[config.mk]
export PLATFORM = sky130hd
export DESIGN_NAME = commit_unit_flat
export DESIGN_NICKNAME = d
export VERILOG_FILES = /design/src/rtl/commit_unit_if.sv /design/src/rtl/commit_unit.sv /design/src/flat_wrapper.sv
export SDC_FILE = /design/constraint.sdc
export NUM_CORES = 1
export LEC_CHECK = 0
export ABC_AREA = 1
export CORE_AREA = 2 2 140 142
export DETAILED_ROUTE_END_ITERATION = 6
export DIE_AREA = 0 0 142 144
export PLACE_DENSITY = 0.66
export SYNTH_ARGS = -nofsm -noshare
export SYNTH_HDL_FRONTEND = slang
export SYNTH_SLANG_ARGS = --single-unit
[constraint.sdc]
create_clock -name clk -period 2.8 [get_ports clk]
set_clock_uncertainty 0.2 [all_clocks]
set_input_delay 0.42 -clock clk [delete_from_list [all_inputs] [get_ports clk]]
set_output_delay 0.42 -clock clk [all_outputs]
set_load 0.01 [all_outputs]
[src/rtl/commit_unit_if.sv]
// Retire-stage bus between the ROB, ARF, store buffer and the commit unit.
// The master modport is the commit unit's view; the slave modport is the environment's view.
interface commit_unit_if #(
    parameter int AREG_WIDTH = 5,
    parameter int DATA_WIDTH = 32
);
    logic [1:0]              rob_valid_i;
    logic [2*AREG_WIDTH-1:0] rob_areg_i;
    logic [1:0]              rob_w_reg_i;
    logic [1:0]              rob_w_mem_i;
    logic [2*DATA_WIDTH-1:0] rob_data_i;
    logic [1:0]              rob_exc_i;
    logic [1:0]              rob_mispred_i;
    logic [2*DATA_WIDTH-1:0] rob_pc_i;
    logic [2*DATA_WIDTH-1:0] rob_target_i;
    logic [1:0]              commit_req_o;
    logic [1:0]              arf_we_o;
    logic [2*AREG_WIDTH-1:0] arf_waddr_o;
    logic [2*DATA_WIDTH-1:0] arf_wdata_o;
    logic                    sb_commit_valid_o;
    logic                    sb_commit_ready_i;
    logic                    flush_o;
    logic [DATA_WIDTH-1:0]   redirect_pc_o;
    logic [DATA_WIDTH-1:0]   epc_o;

    modport master (
        input  rob_valid_i, rob_areg_i, rob_w_reg_i, rob_w_mem_i, rob_data_i,
               rob_exc_i, rob_mispred_i, rob_pc_i, rob_target_i, sb_commit_ready_i,
        output commit_req_o, arf_we_o, arf_waddr_o, arf_wdata_o, sb_commit_valid_o,
               flush_o, redirect_pc_o, epc_o
    );

    modport slave (
        output rob_valid_i, rob_areg_i, rob_w_reg_i, rob_w_mem_i, rob_data_i,
               rob_exc_i, rob_mispred_i, rob_pc_i, rob_target_i, sb_commit_ready_i,
        input  commit_req_o, arf_we_o, arf_waddr_o, arf_wdata_o, sb_commit_valid_o,
               flush_o, redirect_pc_o, epc_o
    );
endinterface

[src/rtl/commit_unit.sv]
// Dual-slot retire controller: pops the ROB, writes the ARF, hands stores to the store buffer
// and raises a one-cycle flush. Define COMMIT_PERF_CNT_EN to add a 64-bit retired-entry counter.
module commit_unit #(
    parameter int                    AREG_WIDTH = 5,
    parameter int                    DATA_WIDTH = 32,
    parameter logic [DATA_WIDTH-1:0] EXC_VECTOR = 32'h1C00_0000
) (
    input logic           clk,
    input logic           rst_n,
    commit_unit_if.master bus
`ifdef COMMIT_PERF_CNT_EN
    ,
    output logic [63:0]   perf_commit_cnt_o
`endif
);
    localparam logic [0:0] ST_RUN   = 1'b0;
    localparam logic [0:0] ST_FLUSH = 1'b1;

    logic [0:0]            state;
    logic                  run;
    logic                  hs;
    logic                  st0_ok;
    logic                  st1_ok;
    logic                  r0;
    logic                  r1;
    logic                  flush_take;
    logic                  flush_slot;
    logic [DATA_WIDTH-1:0] redirect_q;
    logic [DATA_WIDTH-1:0] epc_q;

    assign run = (state == ST_RUN);
    assign hs  = bus.sb_commit_valid_o & bus.sb_commit_ready_i;

    // Store eligibility excludes each slot's own ready term, so valid never waits on ready.
    assign st0_ok = run & bus.rob_valid_i[0] & bus.rob_w_mem_i[0] & ~bus.rob_exc_i[0];
    assign st1_ok = run & bus.rob_valid_i[0] & ~bus.rob_w_mem_i[0]
                  & ~bus.rob_exc_i[0] & ~bus.rob_mispred_i[0]
                  & bus.rob_valid_i[1] & bus.rob_w_mem_i[1] & ~bus.rob_exc_i[1];
    assign bus.sb_commit_valid_o = st0_ok | st1_ok;

    assign r0 = run & bus.rob_valid_i[0]
              & (~bus.rob_w_mem_i[0] | bus.rob_exc_i[0] | hs);
    assign r1 = r0 & bus.rob_valid_i[1]
              & ~bus.rob_exc_i[0] & ~bus.rob_mispred_i[0]
              & ~(bus.rob_w_mem_i[0] & bus.rob_w_mem_i[1])
              & (~bus.rob_w_mem_i[1] | bus.rob_exc_i[1] | hs);

    assign bus.commit_req_o = {r1, r0};

    always_comb begin
        bus.arf_we_o    = '0;
        bus.arf_waddr_o = '0;
        bus.arf_wdata_o = '0;
        for (int k = 0; k < 2; k++) begin
            bus.arf_we_o[k] = bus.commit_req_o[k] & bus.rob_w_reg_i[k] & ~bus.rob_exc_i[k]
                            & (bus.rob_areg_i[k*AREG_WIDTH +: AREG_WIDTH] != '0);
            if (bus.rob_valid_i[k]) begin
                bus.arf_waddr_o[k*AREG_WIDTH +: AREG_WIDTH] =
                    bus.rob_areg_i[k*AREG_WIDTH +: AREG_WIDTH];
                bus.arf_wdata_o[k*DATA_WIDTH +: DATA_WIDTH] =
                    bus.rob_data_i[k*DATA_WIDTH +: DATA_WIDTH];
            end
        end
    end

    // Slot 1 can only retire when slot 0 is clean, so slot 0 has priority as flush source.
    always_comb begin
        flush_take = 1'b0;
        flush_slot = 1'b0;
        if (r0 & (bus.rob_exc_i[0] | bus.rob_mispred_i[0])) begin
            flush_take = 1'b1;
        end else if (r1 & (bus.rob_exc_i[1] | bus.rob_mispred_i[1])) begin
            flush_take = 1'b1;
            flush_slot = 1'b1;
        end
    end

    always_ff @(posedge clk) begin
        if (!rst_n) begin
            state      <= ST_RUN;
            redirect_q <= '0;
            epc_q      <= '0;
        end else if (state == ST_FLUSH) begin
            state <= ST_RUN;
        end else if (flush_take) begin
            state <= ST_FLUSH;
            epc_q <= bus.rob_pc_i[flush_slot*DATA_WIDTH +: DATA_WIDTH];
            if (bus.rob_exc_i[flush_slot])
                redirect_q <= EXC_VECTOR;
            else
                redirect_q <= bus.rob_target_i[flush_slot*DATA_WIDTH +: DATA_WIDTH];
        end
    end

    assign bus.flush_o       = (state == ST_FLUSH);
    assign bus.redirect_pc_o = redirect_q;
    assign bus.epc_o         = epc_q;

`ifdef COMMIT_PERF_CNT_EN
    always_ff @(posedge clk) begin
        if (!rst_n)
            perf_commit_cnt_o <= '0;
        else
            perf_commit_cnt_o <= perf_commit_cnt_o + 64'(r0) + 64'(r1);
    end
`endif
endmodule

[src/flat_wrapper.sv]
// flat-port wrapper written by rule: the top's interface ports become plain ports
module commit_unit_flat 
#(
    parameter int                    AREG_WIDTH = 5,
    parameter int                    DATA_WIDTH = 32,
    parameter logic [DATA_WIDTH-1:0] EXC_VECTOR = 32'h1C00_0000
)
  (clk, rst_n, bus_rob_valid_i, bus_rob_areg_i, bus_rob_w_reg_i, bus_rob_w_mem_i, bus_rob_data_i, bus_rob_exc_i, bus_rob_mispred_i, bus_rob_pc_i, bus_rob_target_i, bus_sb_commit_ready_i, bus_commit_req_o, bus_arf_we_o, bus_arf_waddr_o, bus_arf_wdata_o, bus_sb_commit_valid_o, bus_flush_o, bus_redirect_pc_o, bus_epc_o);
  commit_unit_if #(.AREG_WIDTH(AREG_WIDTH), .DATA_WIDTH(DATA_WIDTH)) bus_i ();
  input logic clk;
  input logic rst_n;
  input wire logic [$bits(bus_i.rob_valid_i)-1:0] bus_rob_valid_i;
  input wire logic [$bits(bus_i.rob_areg_i)-1:0] bus_rob_areg_i;
  input wire logic [$bits(bus_i.rob_w_reg_i)-1:0] bus_rob_w_reg_i;
  input wire logic [$bits(bus_i.rob_w_mem_i)-1:0] bus_rob_w_mem_i;
  input wire logic [$bits(bus_i.rob_data_i)-1:0] bus_rob_data_i;
  input wire logic [$bits(bus_i.rob_exc_i)-1:0] bus_rob_exc_i;
  input wire logic [$bits(bus_i.rob_mispred_i)-1:0] bus_rob_mispred_i;
  input wire logic [$bits(bus_i.rob_pc_i)-1:0] bus_rob_pc_i;
  input wire logic [$bits(bus_i.rob_target_i)-1:0] bus_rob_target_i;
  input wire logic [$bits(bus_i.sb_commit_ready_i)-1:0] bus_sb_commit_ready_i;
  output wire logic [$bits(bus_i.commit_req_o)-1:0] bus_commit_req_o;
  output wire logic [$bits(bus_i.arf_we_o)-1:0] bus_arf_we_o;
  output wire logic [$bits(bus_i.arf_waddr_o)-1:0] bus_arf_waddr_o;
  output wire logic [$bits(bus_i.arf_wdata_o)-1:0] bus_arf_wdata_o;
  output wire logic [$bits(bus_i.sb_commit_valid_o)-1:0] bus_sb_commit_valid_o;
  output wire logic [$bits(bus_i.flush_o)-1:0] bus_flush_o;
  output wire logic [$bits(bus_i.redirect_pc_o)-1:0] bus_redirect_pc_o;
  output wire logic [$bits(bus_i.epc_o)-1:0] bus_epc_o;
  assign bus_i.rob_valid_i = bus_rob_valid_i;
  assign bus_i.rob_areg_i = bus_rob_areg_i;
  assign bus_i.rob_w_reg_i = bus_rob_w_reg_i;
  assign bus_i.rob_w_mem_i = bus_rob_w_mem_i;
  assign bus_i.rob_data_i = bus_rob_data_i;
  assign bus_i.rob_exc_i = bus_rob_exc_i;
  assign bus_i.rob_mispred_i = bus_rob_mispred_i;
  assign bus_i.rob_pc_i = bus_rob_pc_i;
  assign bus_i.rob_target_i = bus_rob_target_i;
  assign bus_i.sb_commit_ready_i = bus_sb_commit_ready_i;
  assign bus_commit_req_o = bus_i.commit_req_o;
  assign bus_arf_we_o = bus_i.arf_we_o;
  assign bus_arf_waddr_o = bus_i.arf_waddr_o;
  assign bus_arf_wdata_o = bus_i.arf_wdata_o;
  assign bus_sb_commit_valid_o = bus_i.sb_commit_valid_o;
  assign bus_flush_o = bus_i.flush_o;
  assign bus_redirect_pc_o = bus_i.redirect_pc_o;
  assign bus_epc_o = bus_i.epc_o;
  commit_unit #(.AREG_WIDTH(AREG_WIDTH), .DATA_WIDTH(DATA_WIDTH), .EXC_VECTOR(EXC_VECTOR)) u_core (.clk(clk), .rst_n(rst_n), .bus(bus_i));
endmodule
# After elaboration in Yosys (flattened, before gate mapping)
# Index checks and enable logic that the tools add are counted.
word_totals:
  wordCells: 61
  ramBits: 0
  reg_bits: 65
  latchBits: 0
  input_bits: 215
  rom_bits: 0
  out_inout_bits: 144
  memories: 0
classes:
  order_cmp: 1
  n_mul: 0
  shift: 2
  n_reduce_logical: 4
  addsub: 0
  n_bitwise: 40
  n_mux: 11
  div: 0
  n_eq_ne: 0
ops:
  columns: ["cell", "count"]
  rows:
  - ["$shiftx A64 B7 Y32", 2]
  - ["$mux W32", 3]
  - ["$and A1 B1 Y1", 25]
  - ["$mux W5", 2]
  - ["$reduce_bool A5 Y1", 2]
  - ["$not A1 Y1", 8]
  - ["$or A1 B1 Y1", 7]
  - ["$mux W1", 6]
  - ["$lt A1 B2 Y1 const B", 1]
  - ["$reduce_and A2 Y1", 1]
  - ["$reduce_or A2 Y1", 1]

# Longest topological paths before layout
depth:
  word_depth: 23
  mapped_depth: 15
  ltp_nobuf: 13

# Worst setup path before layout
# Ideal clock, no wire load.
synth_path:
  kind: "input-to-output"
  from: "input port bus_rob_exc_i[0]"
  to: "output port bus_arf_we_o[1]"
  arrival_ns: 1.575
  required_ns: 2.180
  setup_slack_ns: 0.605
  cell_stages: 10
  path_cell_list: "inv_2 -> nand2_2 -> nor2_2 -> nand2_1 -> nand2_1 -> nand3_1 -> nand2_2 -> clkbuf_1 -> nand2_1 -> a211oi_1"
synth_via:
  elab_chain_cells: 18
synth_lines:
  columns: ["element", "line", "text"]
  rows:
  - ["start, declared", "flat_wrapper.sv:17", "input wire logic [$bits(bus_i.rob_exc_i)-1:0] bus_rob_exc_i;"]
  - ["$not A1 Y1", "commit_unit.sv:35, commit_unit.sv:37, commit_unit.sv:44", null]
  - ["$and A1 B1 Y1 (2 in series)", "commit_unit.sv:37", "& ~bus.rob_exc_i[0] & ~bus.rob_mispred_i[0]"]
  - ["$and A1 B1 Y1 (3 in series)", "commit_unit.sv:38", "& bus.rob_valid_i[1] & bus.rob_w_mem_i[1] & ~bus.rob_exc_i[1];"]
  - ["$or A1 B1 Y1", "commit_unit.sv:39", "assign bus.sb_commit_valid_o = st0_ok | st1_ok;"]
  - ["$and A1 B1 Y1", "commit_unit.sv:32", "assign hs = bus.sb_commit_valid_o & bus.sb_commit_ready_i;"]
  - ["$or A1 B1 Y1", "commit_unit.sv:42", "& (~bus.rob_w_mem_i[0] | bus.rob_exc_i[0] | hs);"]
  - ["$and A1 B1 Y1", "commit_unit.sv:42", null]
  - ["$and A1 B1 Y1", "commit_unit.sv:43", "assign r1 = r0 & bus.rob_valid_i[1]"]
  - ["$and A1 B1 Y1 (2 in series)", "commit_unit.sv:44", "& ~bus.rob_exc_i[0] & ~bus.rob_mispred_i[0]"]
  - ["$and A1 B1 Y1", "commit_unit.sv:45", "& ~(bus.rob_w_mem_i[0] & bus.rob_w_mem_i[1])"]
  - ["$and A1 B1 Y1 (*)", "commit_unit.sv:46", "& (~bus.rob_w_mem_i[1] | bus.rob_exc_i[1] | hs);"]
  - ["$and A1 B1 Y1 (*) (2 in series)", "commit_unit.sv:55", "bus.arf_we_o[k] = bus.commit_req_o[k] & bus.rob_w_reg_i[k] & ~bus.rob_exc_i[k]"]
  - ["$and A1 B1 Y1 (*)", "commit_unit.sv:56", "& (bus.rob_areg_i[k*AREG_WIDTH +: AREG_WIDTH] != '0);"]
  - ["end, declared", "flat_wrapper.sv:23", "output wire logic [$bits(bus_i.arf_we_o)-1:0] bus_arf_we_o;"]
# Every way passes the cells marked *; elsewhere a longest branch is shown, timed or not.

# Worst setup path in the final report
layout_path:
  from: "input port bus_rob_valid_i[1]"
  to: "output port bus_arf_wdata_o[57]"
layout_via:
  elab_chain_cells: 1
layout_lines:
  columns: ["element", "line", "text"]
  rows:
  - ["start, declared", "flat_wrapper.sv:12", "input wire logic [$bits(bus_i.rob_valid_i)-1:0] bus_rob_valid_i;"]
  - ["$mux W32", "commit_unit.sv:57", "if (bus.rob_valid_i[k]) begin"]
  - ["end, declared", "flat_wrapper.sv:25", "output wire logic [$bits(bus_i.arf_wdata_o)-1:0] bus_arf_wdata_o;"]
# Every way passes these cells.

==> summary.txt <==
Outcome
  – Status: completed

Worst setup path
  – Critical Path RT: 2180 ps
  – Reg2reg path depth: 10
  – Arrival @ worst endpoint: 2070 ps
  – R2R setup slack: slightly below 700 ps
  – Most used cell, CP: clkdlybuf4s50_1
  – Crit path cell chain: clkdlybuf4s50_1 -> buf_4 -> nand2_1 -> inv_1 -> clkdlybuf4s50_1
  – Crit-path slowest cell: clkdlybuf4s50_1
  – Worst-path maximum fanout: 37
  – Crit start category: input pin
  – CP peak stage delay: between 500 and 600 ps
  – Critical R2R Capture: u_core.bus.redirect_pc_o[14]$_SDFFE_PN0P_
  – Crit Path Class: in -> out
  – Reg2reg start: u_core.bus.flush_o$_SDFF_PP0_
  – Worst Setup End Kind: output pin

Logic synthesis
  – Top-area cell type share of the netlist area: approximately 33%
  – Cell area after synthesis: between 3000 and 4000 sq um
  – Net Count, Synth: slightly below 900
  – Seq cells post-synth: 65
  – Library cells used by synthesis: 23
  – Biggest area consumer among synthesized cells: dfxtp_1
  – Synth top area cells: dfxtp_1 33%, nand2_1 17%, inv_1 11%
  – Gate count after technology mapping: between 600 and 700
  – Post-synthesis area per instance: 5.94 sq um
  – Register area share after synthesis: between 30% and 40%
  – Synth warn: 0

Power
  – Leakage: roughly 3.8 nW
  – Worst IR Drop VDD: 0.247 mV
  – Power density cells: around 400 nW/um^2
  – Total design power: 3.20 mW

Layout
  – Post-Route Utilization: 42.4%
  – Final #Nets: between 1000 and 1500
  – Number of fill cells: about 2000
  – Most frequent cells in the layout: 354 x clkdlybuf4s50_1, 175 x nand2_1, 117 x inv_1
  – Finished Layout Cells: 1242
  – Final Cell Area: approximately 8100 sq um
  – Layout cell share with drive strength beyond 1: 4.78%
  – Most common cell after layout, fill and taps aside: clkdlybuf4s50_1
  – Syn-to-layout area delta: 106%
  – N_diodes: 0

Route
  – Final wirelength: 17300 microns
  – Vias/cell: 4.07
  – DR iter-0 viols: about 230
  – # DRC: 0
  – Detail Route Antenna Nets: 0
  – WL/cell: roughly 14 microns
  – Via Count: 5053
  – Drt pass-1 iters: 5

Clock tree
  – CTS Buf Count: 9
  – Clk slew on worst S/H paths: around 50 ps
  – Max Buffers Root-to-Sink: 2
  – Cts hold-fix bufs: 0
  – CTS tree: yes
  – Htree depth: 3
  – CTS Root Cell: clkbuf_16
  – Sink Count: 65
  – Worst-Skew Late Latency: about 330 ps

GRT
  – Pin count of the biggest net entering global routing: 100
  – Number of global-route vias before repair: 4487
  – Met3 track demand over resource: 5.00%
  – M1 GR Usage: between 20% and 30%
  – Tot GR Track Use: 15.8%
  – Global-route wire length before repair: about 25000 microns
  – Routing usage on met2: between 20 and 25%
  – GRT busiest layer: met2
  – Gr ovfl total: 0
  – Initial antenna violation count: 0

Job
  – Total of max-cap violations: 0

Timing
  – Setup violators final: 0
  – Tcrit/Tclk final: 96.1%
  – Fmax: approximately 370 MHz
  – Min Hold Slack: 261 ps
  – Max_slew headroom: between 60% and 70%
  – Fin crit period: between 2000 and 3000 ps
  – Unrepaired setup endpoints after global routing: no
  – Slew Limit Fails: 0
  – Final hold violation count: 0
  – Setup TNS: 0 ps
  – Final WS setup: about 110 ps
  – Actual slew at the worst max-slew pin: 454 ps

Floorplan
  – Total I/O pin count: approximately 360
  – Core area: about 19000 sq um
  – Die footprint: 20400 sq um
  – Height of the chip: roughly 140 microns
  – Row count: 51
  – Chip Width: approximately 140 microns
  – Starting Density: 20.6%

Min path
  – Type of the most critical hold path: reg -> reg
  – Hold_sp: u_core.bus.redirect_pc_o[10]$_SDFFE_PN0P_
  – Hold Path Stages: 2
  – Hold Crit Endpoint: u_core.bus.redirect_pc_o[10]$_SDFFE_PN0P_

Placement
  – Gpl congestion: ~0.86
  – Post-DP Area: between 7000 and 8000 sq um
  – Placed cell count: roughly 1200
  – Placement Setup Slack: -33.1 ps
  – Hpwl dp: ~13000 microns
  – Port Buffer Count: roughly 360
==> report_power, final <==
part / total [mW] / internal, mW / leakage (nW) / switching, mW
clock: 1.20 / 0.798 / 0.153 / 0.402
combinational: 0.974 / 0.580 / 3.10 / 0.394
sequential: 1.02 / 0.991 / 0.533 / 0.0327
total: 3.20 / 2.37 / 3.78 / 0.829
==> layer usage <==
layer  share of wire [%]  vias up
li1                    -     2734
met1                  46     2142
met2                  46      159
met3                 7.1       18
met4                 1.3        0
met5                   0        -
==> layout make-up <==
class	instances	area (sq um)	area share, %
clock buffer	12	246	3.05
clock inverter	3	65.1	0.805
tap	238	298	3.68
sequential	65	1300	16.1
inverter	119	447	5.52
multi-input combinational	424	1920	23.8
timing repair buffer	381	3810	47.1
==> kinds of logic after synthesis <==
kind of cell | count (synthesis) | synth area share [%]
and+or+nand+nor | 289 | 31.2
DFF | 65 | 33.2
AOI/OAI and AO/OA | 135 | 17.4
buffers and inverters | 171 | 18.2
==> timing repair <==
action                                 4_1_cts  5_1_grt
buffers inserted                             0        0
setup endpoints to repair                    1        2
gates resized for setup                      1        4
endpoints found under the hold margin        0        0
==> worst max-delay path by stage <==
stage | cells after the start | to | from | slack (ps)
2_1_floorplan | 10 | bus_arf_we_o[1] | bus_rob_exc_i[0] | 610
3_3_place_gp | 11 | bus_arf_we_o[1] | bus_rob_exc_i[0] | 3
3_5_place_dp | 8 | bus_arf_we_o[1] | bus_rob_valid_i[0] | -30
4_1_cts | 9 | bus_commit_req_o[1] | bus_rob_valid_i[0] | 20
5_1_grt | 5 | bus_arf_wdata_o[57] | bus_rob_valid_i[1] | 40
6_report | 5 | bus_arf_wdata_o[57] | bus_rob_valid_i[1] | 110
==> worst max-delay path: cells and delay by family <==
kind / cells / cell delay, ps
and+or+nand+nor: 1 / 160
buffers and inverters: 4 / 1480
==> state kept, by name (all words and copies together), names as in the netlist <==
register	flops
u_core.bus.epc_o	32
u_core.bus.flush_o	1
u_core.bus.redirect_pc_o	32
==> cell usage after synthesis <==
cell type and count:
nor2_2 2, a21oi_1 62, buf_4 2, nand4_1 30
a211oi_1 1, buf_1 5, buf_6 6, nand2_1 175
nand3_1 31, o21ai_1 20, inv_1 117, o21ai_0 51
inv_2 2, nor2_1 43, nand3_2 1, or2_2 1
dfxtp_1 65, clkbuf_2 1, nand2_2 4, a21boi_0 1
buf_2 15, clkbuf_1 23, nor3_1 2
(Power assumes the default switching activity.)
